## src/rtl/dff_pkg.sv

```systemverilog
// Shared helpers for the dff_pipe delay line.
// Holds the reset level and the occupancy-width helpers.
package dff_pkg;

    localparam logic RST_ACTIVE = 1'b0;

    function automatic int clog2(input int v);
        int n;
        n = 0;
        while ((1 << n) < v) begin
            n++;
        end
        return n;
    endfunction

    // Occupancy counts 0..depth inclusive, hence depth+1 codes.
    function automatic int occw(input int depth);
        return clog2(depth + 1);
    endfunction

endpackage

```

## src/rtl/dff_stage.sv

```systemverilog
// One stage of the delay line: a data word plus its valid bit.
// Reset beats clear, clear beats enable.
module dff_stage
    import dff_pkg::*;
#(
    parameter int               WIDTH   = 8,
    parameter logic [WIDTH-1:0] RST_VAL = '0
) (
    input  logic             clk,
    input  logic             r,
    input  logic             en,
    input  logic             clr,
    input  logic [WIDTH-1:0] d,
    input  logic             d_vld,
    output logic [WIDTH-1:0] q,
    output logic             q_vld
);

    always_ff @(posedge clk) begin
        if (r == RST_ACTIVE) begin
            q     <= RST_VAL;
            q_vld <= 1'b0;
        end else if (clr) begin
            // Data is kept so the output word stays stable.
            q_vld <= 1'b0;
        end else if (en) begin
            q     <= d;
            q_vld <= d_vld;
        end
    end

endmodule

```

## src/rtl/dff_pipe.sv

```systemverilog
// DEPTH-stage registered delay line with per-stage valid,
// stall, flush and an occupancy count.
module dff_pipe
    import dff_pkg::*;
#(
    parameter int               WIDTH   = 8,
    parameter int               DEPTH   = 4,
    parameter logic [WIDTH-1:0] RST_VAL = '0
) (
    input  logic                     clk,
    input  logic                     r,
    input  logic                     en,
    input  logic                     flush,
    input  logic [WIDTH-1:0]         d,
    input  logic                     d_vld,
    output logic [WIDTH-1:0]         q,
    output logic                     q_vld,
    output logic [occw(DEPTH)-1:0]   occ
);

    localparam int OCCW = occw(DEPTH);

    logic [WIDTH-1:0] data [DEPTH+1];
    logic [DEPTH:0]   vld;
    logic [OCCW-1:0]  occ_nxt;

    assign data[0] = d;
    assign vld[0]  = d_vld;

    for (genvar i = 0; i < DEPTH; i++) begin : g_stage
        dff_stage #(
            .WIDTH   (WIDTH),
            .RST_VAL (RST_VAL)
        ) u_stage (
            .clk   (clk),
            .r     (r),
            .en    (en),
            .clr   (flush),
            .d     (data[i]),
            .d_vld (vld[i]),
            .q     (data[i+1]),
            .q_vld (vld[i+1])
        );
    end

    assign q     = data[DEPTH];
    assign q_vld = vld[DEPTH];

    // Word in minus word out; never leaves 0..DEPTH.
    always_comb begin
        occ_nxt = occ + OCCW'(d_vld) - OCCW'(vld[DEPTH]);
    end

    always_ff @(posedge clk) begin
        if (r == RST_ACTIVE) begin
            occ <= '0;
        end else if (flush) begin
            occ <= '0;
        end else if (en) begin
            occ <= occ_nxt;
        end
    end

endmodule

```

## config.mk

```make
export PLATFORM = sky130hd
export DESIGN_NAME = dff_pipe
export DESIGN_NICKNAME = d
export VERILOG_FILES = /design/src/rtl/dff_pkg.sv /design/src/rtl/dff_stage.sv /design/src/rtl/dff_pipe.sv
export SDC_FILE = /design/constraint.sdc
export NUM_CORES = 1
export LEC_CHECK = 0
export ABC_AREA = 1
export CORE_ASPECT_RATIO = 2
export CORE_MARGIN = 2
export CORE_UTILIZATION = 56
export DETAILED_ROUTE_END_ITERATION = 12
export PLACE_DENSITY = 0.89
export SYNTH_ARGS = -nofsm -noshare
export SYNTH_HDL_FRONTEND = slang
export SYNTH_SLANG_ARGS = --single-unit
```

## constraint.sdc

```tcl
create_clock -name clk -period 3.2 [get_ports clk]
set_clock_uncertainty 0.05 [all_clocks]
set_input_delay 0.64 -clock clk [delete_from_list [all_inputs] [get_ports clk]]
set_output_delay 0.64 -clock clk [all_outputs]
set_load 0.005 [all_outputs]
```

# Word-level counts from Yosys, hierarchy flattened
# Cells that the tools add are included.
dict set report totals {
  out_inout_bits 12
  word_cells 15
  reg_bits 39
  input_bits 13
}
dict set report classes {
  n_addsub 2
  bitwise_logic 2
  n_reduce_logical 2
}
# cell n
set op_table {}
lappend op_table {{adder 3 x 1 -> 3 bit} 1}
lappend op_table {{subtractor 3 x 1 -> 3 bit} 1}
lappend op_table {{inverter 1 bit} 2}
lappend op_table {{AND reduction 2 bit} 1}
lappend op_table {{OR reduction 2 bit} 1}

# Logic depth before layout (Yosys ltp)
# Gate-level depths: netlist of run 1.
dict set report logic_depth {
  ltp_word 2
  depth_mapped 12
  depth_no_buf 12
}

# Hierarchy
# A second synthesis of run 1 with hierarchy kept.
dict set report hier_totals {
  cells_unflattened 259
  hier_area_um2 1757.9
}
# module cells_each n_inst seq_area_each_um2 area_each_um2
set by_module_without_submodules {}
lappend by_module_without_submodules {dff_stage 58 4 180.2 391.6}
lappend by_module_without_submodules {dff_pipe 27 1 60.1 191.4}

# Least setup slack after synthesis of run 1
# OpenSTA, ideal clock, no wires.
dict set report synth_path {
  path_kind {register to register}
  start {register occ[0]}
  end {register occ[2]}
  path_buffers 0
  required_time_ns 3.037
  path_stages_with_launch 13
  t_arrival_ns 1.501
  setup_ns 0.113
  path_slack_ns 1.536
  synth_period_minus_slack_ns 1.664
  cell_sequence {dfxtp_1 -> inv_1 -> ha_1 -> inv_1 -> ha_1 -> inv_1 -> fa_1 -> inv_1 -> nand2_1 -> nand3_1 -> nand2_1 -> nand2_1 -> nor2_1}
}
dict set report synth_via {
  elab_chain_cells 2
}
# element line_no
set synth_lines {}
lappend synth_lines {{start, declared} dff_pipe.sv:18} ;# output logic [occw(DEPTH)-1:0] occ
lappend synth_lines {{start signal, assigned} dff_pipe.sv:60} ;# occ <= occ_nxt;
lappend synth_lines {{adder 3 x 1 -> 3 bit} dff_pipe.sv:51} ;# occ_nxt = occ + OCCW'(d_vld) - OCCW'(vld[DEPTH]);
lappend synth_lines {{subtractor 3 x 1 -> 3 bit} dff_pipe.sv:51}
# No other way between the ends.
# A chain may end at the register's enable or synchronous reset.

# Worst setup path in the final report of run 1
dict set report layout_path {
  start {input port en}
  end {register g_stage[1].u_stage.q[2]}
}
dict set report layout_via {
  elab_chain_cells 1
}
# element line_no
set layout_lines {}
lappend layout_lines {{start, declared} dff_pipe.sv:12} ;# input logic en,
lappend layout_lines {{AND reduction 2 bit (no line)} --}
lappend layout_lines {{end signal, assigned} dff_stage.sv:21} ;# q <= RST_VAL;
lappend layout_lines {{end signal, assigned} dff_stage.sv:27} ;# q <= d;
lappend layout_lines {{end, declared} dff_stage.sv:15} ;# output logic [WIDTH-1:0] q,
# No other way between the ends.

==> results.json, run 1 <==
{
  "final_hold_viol_count": 0,
  "critical_path_class": "in2reg",
  "die_h_um": 78.53,
  "worst_ep_arrival_time_ns": 2.30,
  "share_of_synthesized_area_occupied_by_flip_flops_and_latches_pct": 50.20,
  "place_congestion": 0.7047,
  "core_region_area_sq_mm": 0.002703,
  "setup_failing_eps_final": 0,
  "detail_route.first_pass.iterations": 5,
  "detail_route.wirelength_um": 2443,
  "chipWidth_um": 41.27,
  "drt-wirelength-per-cell_um": 10.40,
  "area_growth_syn_to_layout_pct": 15.04,
  "timing.slew.headroom_pct": 64.15,
  "post-dp-hpwl_um": 1610,
  "cell_count_after_synthesis": 191,
  "timing.critical_path.from_type": "input pin",
  "power.ir.vdd_worst_mv": 0.3774,
  "fp-row-count": 27,
  "critical_path.most_common_cell": "nor2_1",
  "family_with_the_most_delay_on_the_worst_path": "buffers and inverters",
  "tritoncts_num_sinks": 39,
  "final_net_count": 221,
  "fill_cells": 233,
  "post_synth_main_area_contributors": "dfxtp_1, nor2_1, o21ai_0, buf_6, buf_4",
  "via_count_of_the_first_global_routing_pass": 1085,
  "synth-seq-cells": 39,
  "cts_hold_buffers": 0,
  "cts-root-to-sink-buffers": 2,
  "leakage_nw": 0.7782,
  "route.vias.total": 1184,
  "die-area_sq_mm": 0.003241,
  "most_used_cells_in_the_layout_excluding_fill_and_tap_cells": "nor2_1, dfxtp_1, o21ai_0, clkdlybuf4s50_1, nand2_1",
  "start_util_pct": 57.55,
  "postSynthNetCount": 207,
  "drv_slew": 0,
  "global_route_wire_length_before_repair_um": 4395,
  "design.portCount": 25,
  "timing.final.crit_period_ns": 2.178,
  "grtUsageTotal_pct": 19.63,
  "grt-ovfl-total": 0,
  "vias_per_cell": 5.038,
  "post_route_cells_drive_above_1_share_pct": 7.767,
  "antenna_left": 0,
  "crit_path_max_fanout": 33,
  "cts_buffers": 5,
  "tightest_slew_ns": 0.5370,
  "post-route-period-util_pct": 68.07,
  "antenna_cells_inserted": 0,
  "grt_antenna_before_repair": 0,
  "post_cts.resized_instances": 0,
  "synth_largest_area_cell": "dfxtp_1",
  "clock_latency_ns": 0.28,
  "cts_setup_buffers": 0,
  "path_buf_inv": 3,
  "holdCritPathClass": "reg2reg",
  "ctsHtreeMaxLevel": 2,
  "powerDensity_mw_per_mm2": 540.5,
  "synthDominantCellAreaShare_pct": 50.20,
  "cts_root_buf": "clkbuf_8",
  "cts_tree": "done",
  "timing.critical_path.slowest_cell_delay_ns": 0.71,
  "maxClockFrequency_mhz": 459.1,
  "setup-tns-final_ns": 0,
  "post-layout-total-power_w": 0.0009671,
  "max_cap_viol_count": 0,
  "clkSlewWorstSetupHoldPaths_ns": 0.07,
  "cp_data_required_time_ns": 3.33,
  "drtIter0Drc": 24,
  "layout.area.seq_sq_um": 780.7,
  "pin_count_of_the_biggest_net_entering_global_routing": 34,
  "avgSynthCellArea_sq_um": 8.143,
  "yosys_warning_count": 0,
  "rsz0062_at_grt": "false",
  "crit_path_slowest_cell": "clkdlybuf4s50_1",
  "post_synth_num_cell_types": 17,
  "buffer_ports.inserted": 24,
  "multi_input_area_sq_um": 579.3,
  "register_to_register_setup_slack_ns": 1.45,
  "layout_commonest_cell": "nor2_1",
  "endpoint_kind": "flop",
  "status": "completed",
  "syn-cell-area_sq_mm": 0.001555,
  "utilization_pct": 66.20,
  "drc": 0,
  "crit_path_cell_trace": "clkdlybuf4s50_1 -> inv_8 -> nor2_8 -> inv_2 -> nor2_1 -> nor2_1"
}
-- worst register-to-register path: stages, from the launching register on --
cell,delay [ns]
dfxtp_1,0.33
inv_1,0.06
ha_1,0.26
inv_1,0.06
ha_1,0.13
inv_1,0.04
fa_1,0.37
inv_1,0.06
nand2_1,0.05
nand3_1,0.09
nand2_1,0.07
nand2_1,0.05
nor2_1,0.03
-- registers in the layout, indices dropped and copies added (netlist names) --
signal	flops
g_stage.u_stage.q	32
g_stage.u_stage.q_vld	4
occ	3
-- metrics by stage --
| stage | hold WS [ns] | instance area [sq um] | cells | setup WS (ns) |
|---|---|---|---|---|
| global placement | 0.4028 | 1689 | 227 | 0.7417 |
| finish | 0.4183 | 1789 | 235 | 1.022 |
| floorplan | 0.3864 | 1555 | 191 | 1.536 |
| global route | 0.4460 | 1789 | 235 | 0.8062 |
| detailed placement | 0.4066 | 1689 | 227 | 0.7085 |
| CTS | 0.4220 | 1789 | 235 | 1.003 |
-- cells in the mapped netlist --
| master | count |
|---|---|
| nor2_1 | 61 |
| dfxtp_1 | 39 |
| o21ai_0 | 26 |
| nand2_1 | 13 |
| buf_4 | 8 |
| inv_1 | 8 |
| o21ai_1 | 8 |
| buf_6 | 7 |
| a21oi_1 | 6 |
| nor2_2 | 5 |
| clkbuf_1 | 3 |
| ha_1 | 2 |
| fa_1 | 1 |
| inv_2 | 1 |
| inv_8 | 1 |
| nand3_1 | 1 |
| nor2_8 | 1 |
-- cells by family (layout without fill, tap and decap cells) --
kind of cell               count (synthesis)  count (layout)  synth area share (%)
and+or+nand+nor                           81              81                 21.48
buffers and inverters                     28              43                 12.55
adders and majority gates                  3               3                 2.896
AOI/OAI and AO/OA                         40              40                 12.87
DFF                                       39              39                 50.20
-- final cells by class --
class	instances	area share, %
flip-flops and latches	39	43.64
multi-input cells	124	32.38
inverters	10	2.517
clock buffers	8	5.594
repair buffers	25	13.85
well taps	29	2.028
-- where the power goes --
part	leakage [nW]	internal, W	switching [W]	total [W]
clock network	0.0515	0.000196	0.000152	0.000348
logic	0.406	0.0000453	0.0000476	0.0000929
registers	0.320	0.000513	0.0000134	0.000526
total	0.778	0.000754	0.000213	0.000967
-- routing by layer --
layer | share of wire (%) | track usage, %
met5 | 0 | 0
met2 | 53 | 31.72
met1 | 40 | 21.03
met3 | 3.9 | 5.932
met4 | 3.0 | 10.65
-- path summary, 6_finish.rpt --
check	cells past startpoint	from	to
max reg2reg	12	occ[0]	occ[2]
max	6	en	g_stage[1].u_stage.q[2]
min	2	g_stage[2].u_stage.q_vld	g_stage[2].u_stage.q_vld
min reg2reg	2	g_stage[2].u_stage.q_vld	g_stage[2].u_stage.q_vld
No activity file was read; power rests on OpenSTA's default activity.
==> run 2: changes to the inputs <==
Settings changed: CORE_UTILIZATION 56 to 47, PLACE_DENSITY 0.89 to 0.8.
Clock period 3.2 ns to 1.8 ns, I/O delays scaled along.
==> results.json, run 2 (same netlist as run 1, synthesis figures left out) <==
{
  "area_growth_syn_to_layout_pct": 18.58,
  "family_with_the_most_delay_on_the_worst_path": "buffers and inverters",
  "worst_ep_arrival_time_ns": 1.29,
  "cts_buffers": 5,
  "post-route-period-util_pct": 94.34,
  "antenna_cells_inserted": 0,
  "maxClockFrequency_mhz": 588.9,
  "chipWidth_um": 44.68,
  "most_used_cells_in_the_layout_excluding_fill_and_tap_cells": "nor2_1, dfxtp_1, o21ai_0, clkdlybuf4s50_1, nand2_1",
  "holdCritPathClass": "reg2reg",
  "final_hold_viol_count": 0,
  "final_cell_area_excluding_filler_cells_sq_mm": 0.001844,
  "endpoint_kind": "primary output",
  "timing.slew.headroom_pct": 63.60,
  "drv_slew": 0,
  "power.ir.vdd_worst_mv": 0.5940,
  "grtUsageTotal_pct": 15.98,
  "crit_path_max_fanout": 5,
  "worstReg2RegStart": "occ[0]",
  "layout_commonest_cell": "nor2_1",
  "start_util_pct": 49.27,
  "die-area_sq_mm": 0.003813,
  "route.vias.total": 1190,
  "post_cts.resized_instances": 0,
  "setup_failing_eps_final": 0,
  "final_net_count": 224,
  "dp.cells": 232,
  "drtIter0Drc": 39,
  "critical_path_class": "reg2out",
  "place_congestion": 0.7998,
  "post_route_cells_drive_above_1_share_pct": 14.83,
  "crit_end": "occ[1]",
  "detail_route.wirelength_um": 2616,
  "pin_count_of_the_biggest_net_entering_global_routing": 33,
  "register_to_register_setup_slack_ns": 0.11,
  "fp-row-count": 29,
  "drc": 0,
  "post-dp-hpwl_um": 1598,
  "cts_hold_buffers": 0,
  "path_buf_inv": 1,
  "reg2reg_depth": 12,
  "die_h_um": 85.35,
  "via_count_of_the_first_global_routing_pass": 1124,
  "powerDensity_mw_per_mm2": 946.0,
  "detail_route.first_pass.iterations": 4,
  "max_cap_viol_count": 0,
  "timing.final.crit_period_ns": 1.698,
  "cts_setup_buffers": 0,
  "timing.critical_path.from_type": "flop",
  "cts-root-to-sink-buffers": 2,
  "grt-ovfl-total": 0,
  "regMostFlops": "g_stage.u_stage.q",
  "cts_root_buf": "clkbuf_8",
  "clock_latency_ns": 0.29,
  "largest_register_ffs": 32,
  "ctsHtreeMaxLevel": 2,
  "instances_no_fill": 240,
  "cp_data_required_time_ns": 1.39,
  "layout_top_registers": "g_stage.u_stage.q x32, g_stage.u_stage.q_vld x4, occ x3",
  "timing.critical_path.slowest_cell_delay_ns": 0.55,
  "buffer_ports.inserted": 24,
  "leakage_nw": 0.7914,
  "drt-wirelength-per-cell_um": 10.90,
  "global_route_wire_length_before_repair_um": 4505,
  "clkSlewWorstSetupHoldPaths_ns": 0.07,
  "tritoncts_num_sinks": 39,
  "critical_path_cell_count": 1,
  "rr_endpoint": "occ[2]",
  "crit_path_start": "occ[1]",
  "crit_path_slowest_cell": "clkdlybuf4s50_1",
  "crit_path_cell_trace": "clkdlybuf4s50_1",
  "core_region_area_sq_mm": 0.003157,
  "vias_per_cell": 4.958,
  "status": "completed",
  "tightest_slew_ns": 0.5452,
  "cts_tree": "done",
  "design.portCount": 25,
  "grt_antenna_before_repair": 0,
  "antenna_left": 0,
  "post_dp_cell_area_sq_mm": 0.001714
}
## run 2: cell count changes in the layout (fill, tap and decap cells not counted), sizes merged
cell  previous run  this run
buf              1         4
## run 2: area by class of cell
class                      count  area [sq um]
multi-input combinational    124         606.8
sequential                    39         783.3
clock buffer                   8         100.1
fill                         296          1313
tap                           31         38.79
timing repair buffer          28         270.3
inverter                      10         45.04
## run 2: stage by stage
step | hold slack [ns] | utilization (%) | setup slack, ns | TNS (ns) | power [W]
final | 0.4062 | 58.42 | 0.1018 | 0 | 0.001745
after global routing | 0.4389 | 58.42 | -0.003303 | -0.003303 | 0.001834
after CTS | 0.4167 | 57.47 | 0.04491 | 0 | 0.001762
after detailed placement | 0.4094 | 54.30 | -0.1217 | -0.1267 | 0.001125
after global placement | 0.3983 | 54.30 | -0.06768 | -0.06768 | 0.001122
after floorplan | 0.3864 | - | 0.1362 | 0 | 0.001074
## run 2: power by group
part	internal, W	switching, W
registers	0.000911	0.0000238
logic	0.0000870	0.0000890
clock network	0.000349	0.000284
total	0.00135	0.000397
## run 2: how the worst min path moves through the flow
stage	from	to	slack (ns)	depth (start not counted)
floorplan	g_stage[0].u_stage.q_vld	g_stage[1].u_stage.q_vld	0.39	2
global placement	g_stage[1].u_stage.q_vld	g_stage[1].u_stage.q_vld	0.40	2
detailed placement	g_stage[0].u_stage.q_vld	g_stage[0].u_stage.q_vld	0.41	2
CTS	g_stage[2].u_stage.q_vld	g_stage[3].u_stage.q_vld	0.42	2
global route	g_stage[2].u_stage.q_vld	g_stage[3].u_stage.q_vld	0.44	2
finish	g_stage[2].u_stage.q_vld	g_stage[3].u_stage.q_vld	0.41	2
## run 2: per-layer routing
layer	part of all wire (%)	wire length, um	vias up	GRT usage (%)
met1	43	1114	536	18.27
met4	1.8	47	0	9.091
li1	-	-	625	-
met5	0	0	-	0
met2	51	1343	25	24.37
met3	4.2	110	4	6.383
==> run 3: changes to the inputs <==
==> constraint.sdc (replaced) <==
create_clock -name clk -period 1.8 [get_ports clk]
set_clock_uncertainty 0.05 [all_clocks]
set_input_delay 0.27 -clock clk [delete_from_list [all_inputs] [get_ports clk]]
set_output_delay 0.27 -clock clk [all_outputs]
set_load 0.005 [all_outputs]
==> results.json, run 3 (same netlist as run 1, synthesis figures left out) <==
{
  "worstReg2RegStart": "occ[0]",
  "drtIter0Drc": 29,
  "register_to_register_setup_slack_ns": 0.13,
  "setup_failing_eps_final": 0,
  "crit_path_slowest_cell": "fa_2",
  "die_h_um": 85.35,
  "worst_ep_arrival_time_ns": 1.84,
  "area_growth_syn_to_layout_pct": 17.22,
  "cts_root_buf": "clkbuf_8",
  "route.vias.total": 1188,
  "post_cts.resized_instances": 0,
  "reg2reg_depth": 11,
  "post-route-period-util_pct": 92.59,
  "via_count_of_the_first_global_routing_pass": 1059,
  "power.ir.vdd_worst_mv": 0.7546,
  "cp_data_required_time_ns": 1.97,
  "crit_path_start": "occ[0]",
  "timing.critical_path.from_type": "flop",
  "crit_end": "occ[2]",
  "tightest_slew_ns": 0.5394,
  "chipWidth_um": 44.68,
  "place_congestion": 0.7716,
  "grt-ovfl-total": 0,
  "utilization_pct": 57.75,
  "post-layout-total-power_w": 0.001726,
  "tritoncts_num_sinks": 39,
  "drc": 0,
  "pin_count_of_the_biggest_net_entering_global_routing": 33,
  "status": "completed",
  "setup-tns-final_ns": 0,
  "regMostFlops": "g_stage.u_stage.q",
  "max_cap_viol_count": 0,
  "layout.area.seq_sq_um": 782.0,
  "dp_worst_setup_slack_ns": -0.01992,
  "endpoint_kind": "flop",
  "detail_route.first_pass.iterations": 4,
  "cts_tree": "done",
  "multi_input_area_sq_um": 586.8,
  "post-dp-hpwl_um": 1573,
  "cts_setup_buffers": 0,
  "dp.cells": 232,
  "design.portCount": 25,
  "global_route_wire_length_before_repair_um": 4512,
  "largest_register_ffs": 32,
  "final_hold_viol_count": 0,
  "detail_route.wirelength_um": 2458,
  "drv_slew": 0,
  "vias_per_cell": 4.950,
  "path_buf_inv": 3,
  "clkSlewWorstSetupHoldPaths_ns": 0.07,
  "final_net_count": 224,
  "fill_cells": 284,
  "crit_path_cell_trace": "inv_1 -> ha_1 -> inv_1 -> ha_1 -> inv_1 -> fa_2 -> nand2_1 -> nand3_2 -> nand2_1 -> nand2_1 -> nor2_1",
  "clock_latency_ns": 0.28,
  "drt-wirelength-per-cell_um": 10.24,
  "holdCritPathClass": "reg2reg",
  "start_util_pct": 49.27,
  "family_with_the_most_delay_on_the_worst_path": "adder cells",
  "ctsHtreeMaxLevel": 2,
  "cts-root-to-sink-buffers": 2,
  "buffer_ports.inserted": 24,
  "rsz0062_at_grt": "false",
  "layout_commonest_cell": "nor2_1",
  "maxClockFrequency_mhz": 600.0,
  "final_worst_setup_slack_ns": 0.1335,
  "cts_hold_buffers": 0,
  "cts_buffers": 5,
  "critical_path_class": "reg2reg",
  "leakage_nw": 0.7936,
  "antenna_left": 0,
  "timing.slew.headroom_pct": 63.99,
  "core_region_area_sq_mm": 0.003157,
  "die-area_sq_mm": 0.003813,
  "layout_top_registers": "g_stage.u_stage.q x32, g_stage.u_stage.q_vld x4, occ x3",
  "timing.final.crit_period_ns": 1.667,
  "fp-row-count": 29,
  "critical_path_cell_count": 11,
  "crit_path_max_fanout": 2,
  "rr_endpoint": "occ[2]",
  "powerDensity_mw_per_mm2": 946.6,
  "instances_no_fill": 240,
  "post_route_cells_drive_above_1_share_pct": 10.53,
  "grtUsageTotal_pct": 15.34,
  "timing.critical_path.slowest_cell_delay_ns": 0.33,
  "most_used_cells_in_the_layout_excluding_fill_and_tap_cells": "nor2_1, dfxtp_1, o21ai_0, clkdlybuf4s50_1, nand2_1",
  "antenna_cells_inserted": 0,
  "grt_antenna_before_repair": 0
}
## run 3: cell counts in the layout (fill, tap and decap cells not counted)
No cell type changed its count.
## run 3: final cells by class
type                       instances  area share [%]
sequential                        39           42.90
timing repair buffer              28           14.82
inverter                          10           2.471
clock buffer                       8           5.491
tap                               31           2.128
multi-input combinational        124           32.19
## run 3: power by group
| group | leakage, nW | internal [W] | total [W] | switching [W] |
|---|---|---|---|---|
| logic | 0.421 | 0.0000851 | 0.000171 | 0.0000855 |
| clock network | 0.0515 | 0.000349 | 0.000620 | 0.000271 |
| registers | 0.321 | 0.000912 | 0.000935 | 0.0000232 |
## run 3: worst min-delay path: stages, from the launching register on
cell and delay, ns:
dfxtp_1 0.31, nand2_1 0.05, a21oi_1 0.05
## run 3: worst min-delay path by stage
stage | startpoint | endpoint | cells after the start
floorplan | d[0] | g_stage[0].u_stage.q[0] | 2
global placement | g_stage[0].u_stage.q_vld | g_stage[1].u_stage.q_vld | 2
detailed placement | g_stage[0].u_stage.q_vld | g_stage[1].u_stage.q_vld | 2
CTS | g_stage[0].u_stage.q_vld | g_stage[1].u_stage.q_vld | 2
global route | g_stage[2].u_stage.q_vld | g_stage[3].u_stage.q_vld | 2
finish | g_stage[0].u_stage.q_vld | g_stage[1].u_stage.q_vld | 2
## run 3: routing by layer
layer	track usage, %	part of all wire, %
met1	19.32	44
met2	24.11	50
met3	3.830	3.2
met4	6.612	1.8
met5	0	0
## run 3: per-stage QoR
step           area (sq um)  hold WS (ns)
2_1_floorplan          1555        0.3482
3_3_place_gp           1714        0.3961
3_5_place_dp           1714        0.4051
4_1_cts                1814        0.4129
5_1_grt                1823        0.4397
6_report               1823        0.4112
==> patch 1 (config.mk and constraints of run 2) <==
Change the parameter `DEPTH` from 4 to 8.
--- a/src/rtl/dff_pipe.sv
+++ b/src/rtl/dff_pipe.sv
@@ -5,5 +5,5 @@
 #(
     parameter int               WIDTH   = 8,
-    parameter int               DEPTH   = 4,
+    parameter int               DEPTH   = 8,
     parameter logic [WIDTH-1:0] RST_VAL = '0
 ) (
Interface: changed (resized occ); port bits go from 25 to 26. No check against the original RTL was run, so the function may have changed too.
==> patch 1 against run 2 <==
The run now ends with design-rule violations left; sequential power is 95% higher; routed wire length is 81% higher; utilization is 0.88 points lower; cell area is 84% higher; clock power grew to 2.7 times the old value; sequential cell count is 37 higher; worst setup slack worse by 0.020 ns; area after synthesis is 82% higher; total power is 120% higher.
==> patch 1: results (changes against run 2) <==
[worst_setup_path]
r2r_cells=7  ; -5
path_delay_family=adder cells
arrival_ns=1.92  ; +0.63 ns
cp_slowest_cell=fa_2
startpoint=occ[0]$_SDFFE_PP0P_
critPathMaxFanout=2  ; -3
crit_end=occ[1]$_SDFFE_PP0P_
cpPeakStageDelay_ns=0.54

[outcome]
status=finished with violations
violations=design-rule violations

[cts]
path_clk_slew_ns=0.05  ; -0.02 ns
cts_buffers=9  ; +4
htree_levels=3  ; +1
clockBufferDepth=2  ; unchanged
postCtsSetupRepairBufs=0  ; unchanged
cts_root_buf=clkbuf_16
clkLatencyLatePin_ns=0.33  ; +0.04 ns

[synthesis]
yosysWarnings=0  ; unchanged
syn_nets=379  ; +83%
async_reset_ff_share_pct=0  ; unchanged
ys_top_cells_by_area=dfxtp_1 54%, nor2_1 17%, o21ai_0 9.9%
ys_types=18  ; +1
synth_top_cells_by_count=129 x nor2_1, 76 x dfxtp_1, 56 x o21ai_0
ys_seq_area_share_pct=53.6  ; +3.4 points

[global_route]
antenna_found_initial=0  ; unchanged
grt_first_pass_wirelength_um=8000  ; +78%
grt_usage_pct=15.3  ; -0.65 points
grt_pass1_vias=1916  ; +70%
grt_max_degree=65  ; +97%

[final_layout]
diodes=0  ; unchanged
largestRegisters=g_stage.u_stage.q x64, g_stage.u_stage.q_vld x8, occ x4
fin_nets=392  ; +75%
drive_gt1_share_pct=8.18  ; -6.7 points
nFillCells=532  ; +80%

[place]
port_buffers=25  ; +4.2%
routabilityCongestion=0.765  ; -4.3%
dp_hpwl_um=2800  ; +75%
pre_cts_ws_ns=-0.154  ; -0.0326 ns

[pwr]
switching_share_pct=22.5  ; -0.23 points
leakage_nw=1.35  ; +70%
vdd_drop_max_v=0.000737  ; +24%

[routing]
drtIter0Drc=72  ; +85%
num_vias=2164  ; +82%
drt_first_pass_iters=8  ; +4
wl_per_cell_um=10.7  ; -1.6%
route.detailed.drc=3  ; +3

[min_path]
hold_path_class=reg2reg

[sta]
setup_slack_ns=0.0823  ; -0.0195 ns
tightestPinTransition_ns=0.297  ; -0.248 ns

patch 1: worst reg2reg max path: stages, from the launching register on:
cell     delay (ns)
dfxtp_2        0.32
inv_1          0.07
ha_4           0.27
inv_2          0.04
ha_4           0.16
fa_2           0.54
o21ai_1        0.07
a21oi_1        0.13
patch 1: how the worst min path moves through the flow:
stage | cells after the start | end | startpoint | slack [ns]
4_1_cts | 2 | g_stage[4].u_stage.q_vld$_SDFFE_PP0P_ | g_stage[4].u_stage.q_vld$_SDFFE_PP0P_ | 0.41
3_5_place_dp | 2 | g_stage[4].u_stage.q_vld$_SDFFE_PP0P_ | g_stage[4].u_stage.q_vld$_SDFFE_PP0P_ | 0.40
2_1_floorplan | 2 | g_stage[4].u_stage.q_vld$_SDFFE_PP0P_ | g_stage[4].u_stage.q_vld$_SDFFE_PP0P_ | 0.38
3_3_place_gp | 2 | g_stage[5].u_stage.q_vld$_SDFFE_PP0P_ | g_stage[4].u_stage.q_vld$_SDFFE_PP0P_ | 0.39
5_1_grt | 2 | g_stage[1].u_stage.q_vld$_SDFFE_PP0P_ | g_stage[1].u_stage.q_vld$_SDFFE_PP0P_ | 0.43
6_report | 2 | g_stage[4].u_stage.q_vld$_SDFFE_PP0P_ | g_stage[4].u_stage.q_vld$_SDFFE_PP0P_ | 0.41
patch 1: power by group through the flow:
stage          Clock [mW]  Sequential, mW  Combinational [mW]
2_1_floorplan           0            1.85               0.236
3_5_place_dp            0            1.86               0.320
5_1_grt              1.84            1.83               0.377
4_1_cts              1.77            1.82               0.323
6_report             1.73            1.82               0.324
3_3_place_gp            0            1.85               0.311
patch 1: cell families after synthesis:
family	after synthesis	synth area share, %
AO/OA/AOI/OAI	81	14.3
AND/OR/NAND/NOR	154	20.6
XOR/XNOR	1	0.309
flip-flops	76	53.6
buffers and inverters	44	8.69
adder cells (fa/ha/maj)	5	2.47
patch 1: cell type report:
| cell class | instances | share of cell area (%) |
|---|---|---|
| sequential | 76 | 44.8 |
| inverter | 14 | 1.55 |
| clock inverter | 6 | 1.91 |
| timing repair buffer | 32 | 10.4 |
| clock buffer | 10 | 6.74 |
| multi-input combinational | 241 | 32.3 |
| tap | 63 | 2.32 |
patch 1: routing by layer:
layer  wire length, um  GRT usage (%)  part of all wire, %  vias up
li1                  -              -                    -     1165
met4               104           8.18                  2.2        0
met3               165           4.08                  3.5       10
met1              2030           18.3                   43      947
met5                 0              0                    0        -
met2              2450           24.4                   52       42
patch 1: through the flow:
step                      util (%)  TNS (ns)  std cells  area [sq um]
after floorplan                  -         0        361          2840
after global routing          57.5   -0.0155        442          3400
final                         57.5         0        442          3400
after CTS                     57.1         0        442          3370
after detailed placement      52.1    -0.244        426          3080
after global placement        52.1    -0.102        426          3080
==> patch 2 (flow settings as in run 2) <==
Without the edit above. Put a register stage on the output `q`, without a reset. The value now appears one clock later. The other outputs are not delayed to match.
--- a/src/rtl/dff_pipe.sv
+++ b/src/rtl/dff_pipe.sv
@@ -20,4 +20,6 @@
 
     localparam int OCCW = occw(DEPTH);
+
+    logic [WIDTH-1:0] q_d;
 
     logic [WIDTH-1:0] data [DEPTH+1];
@@ -44,5 +46,5 @@
     end
 
-    assign q     = data[DEPTH];
+    assign q_d   = data[DEPTH];
     assign q_vld = vld[DEPTH];
 
@@ -62,4 +64,8 @@
     end
 
+    always_ff @(posedge clk) begin
+        q <= q_d;
+    end
+
 endmodule
 
Formal check against the unedited RTL: not equivalent (Yosys sat finds a counterexample within 10 cycles, from zero or initial values).
==> patch 2 against run 2 <==
Global-route usage decreased by 0.98 points; largest power group unchanged; worst setup slack got worse by 0.027 ns; critical path type is now reg2reg; routed wire length increased by 0.99%; cell area increased by 8.4%; fmax decreased by 1.6%; total power increased by 15%; area after synthesis increased by 5.1%; utilization increased by 1.4 points; sequential cell count increased by 8.
==> patch 2: results (changes against run 2) <==
[pwr]
vdd_drop_max_v=0.000566  ; -4.7%
power.switching_mw=0.418  ; +5.4%
leakage_nw=0.855  ; +8.0%

[place]
dp_hpwl_um=1620  ; +1.1%
dpl.cell_count=241  ; +3.9%
pre_cts_ws_ns=-0.118  ; +0.00331 ns
routabilityCongestion=0.759  ; -5.2%
dpl-instance-area_sq_um=1860  ; +8.6%
port_buffers=24  ; unchanged

[worst_setup_path]
cp_slowest_cell=fa_2
cpPeakStageDelay_ns=0.37  ; -0.18 ns
critPathMaxFanout=2  ; -3
path_delay_family=adder cells

[final_layout]
fin_cells=248  ; +3.3%
fin_nets=232  ; +3.6%
largestRegisters=g_stage.u_stage.q x32, q x8, g_stage.u_stage.q_vld x4

[routing]
wl_um=2640  ; +0.99%
vias_per_cell=4.93  ; -0.54%
drtIter0Drc=18  ; -54%

[global_route]
grt_first_pass_wirelength_um=4400  ; -2.3%
grt_usage_pct=15.0  ; -0.98 points
grt_pass1_vias=1067  ; -5.1%

[synthesis]
async_reset_ff_share_pct=0  ; unchanged
ys_seq_area_share_pct=57.6  ; +7.4 points
ys_top_cells_by_area=dfxtp_1 58%, nor2_1 15%, o21ai_0 7.4%
synth_top_cells_by_count=67 x nor2_1, 47 x dfxtp_1, 24 x o21ai_0

[sta]
tightestPinTransition_ns=0.509  ; -0.0362 ns

[outcome]
status=complete, no violations

[cts]
clockBufferDepth=2  ; unchanged

patch 2: cell types whose count changed in the layout (fill, tap and decap cells not counted), sizes merged:
cell    delta
a211oi     +1
a21oi      -1
bufinv     +1
clkbuf     -2
dfxtp      +8
nor2       +1
o21ai      -1
patch 2: final timing paths:
check	from	end	slack, ns	cells past startpoint
max	occ[0]$_SDFFE_PP0P_	occ[2]$_SDFFE_PP0P_	0.07	12
min	g_stage[3].u_stage.q[3]$_SDFFE_PN0P_	q[3]$_DFF_P_	0.30	0
max reg2reg	occ[0]$_SDFFE_PP0P_	occ[2]$_SDFFE_PP0P_	0.07	12
min reg2reg	g_stage[3].u_stage.q[3]$_SDFFE_PN0P_	q[3]$_DFF_P_	0.30	0
patch 2: final cells by class:
type                    instances  area [sq um]
fillers                       282          1340
flip-flops and latches         47           943
multi-input cells             124           601
repair buffers                 28           270
clock buffers                   6          72.6
inverters                      10          42.5
well taps                      32          40.0
clock inverters                 1          30.0
patch 2: power groups by stage:
stage | Clock [mW] | Sequential [mW] | Combinational (mW)
after floorplan | 0 | 1.14 | 0.105
after global placement | 0 | 1.15 | 0.165
after detailed placement | 0 | 1.15 | 0.168
after CTS | 0.738 | 1.12 | 0.170
after global routing | 0.781 | 1.13 | 0.198
final | 0.712 | 1.12 | 0.175
patch 2: layer usage:
layer	track usage (%)	share of wire [%]	vias to the layer above
met4	10.1	2.8	0
met2	23.8	51	26
li1	-	-	650
met1	17.6	43	542
met5	0	0	-
met3	2.49	3.2	5
patch 2: cell families (layout without fill, tap and decap cells):
kind of cell,Yosys count,count (layout),synth area share [%]
compound gates,39,39,12.1
fa+ha+maj,3,3,2.76
buf+inv,20,45,7.66
flops,47,47,57.6
simple gates,82,82,19.9
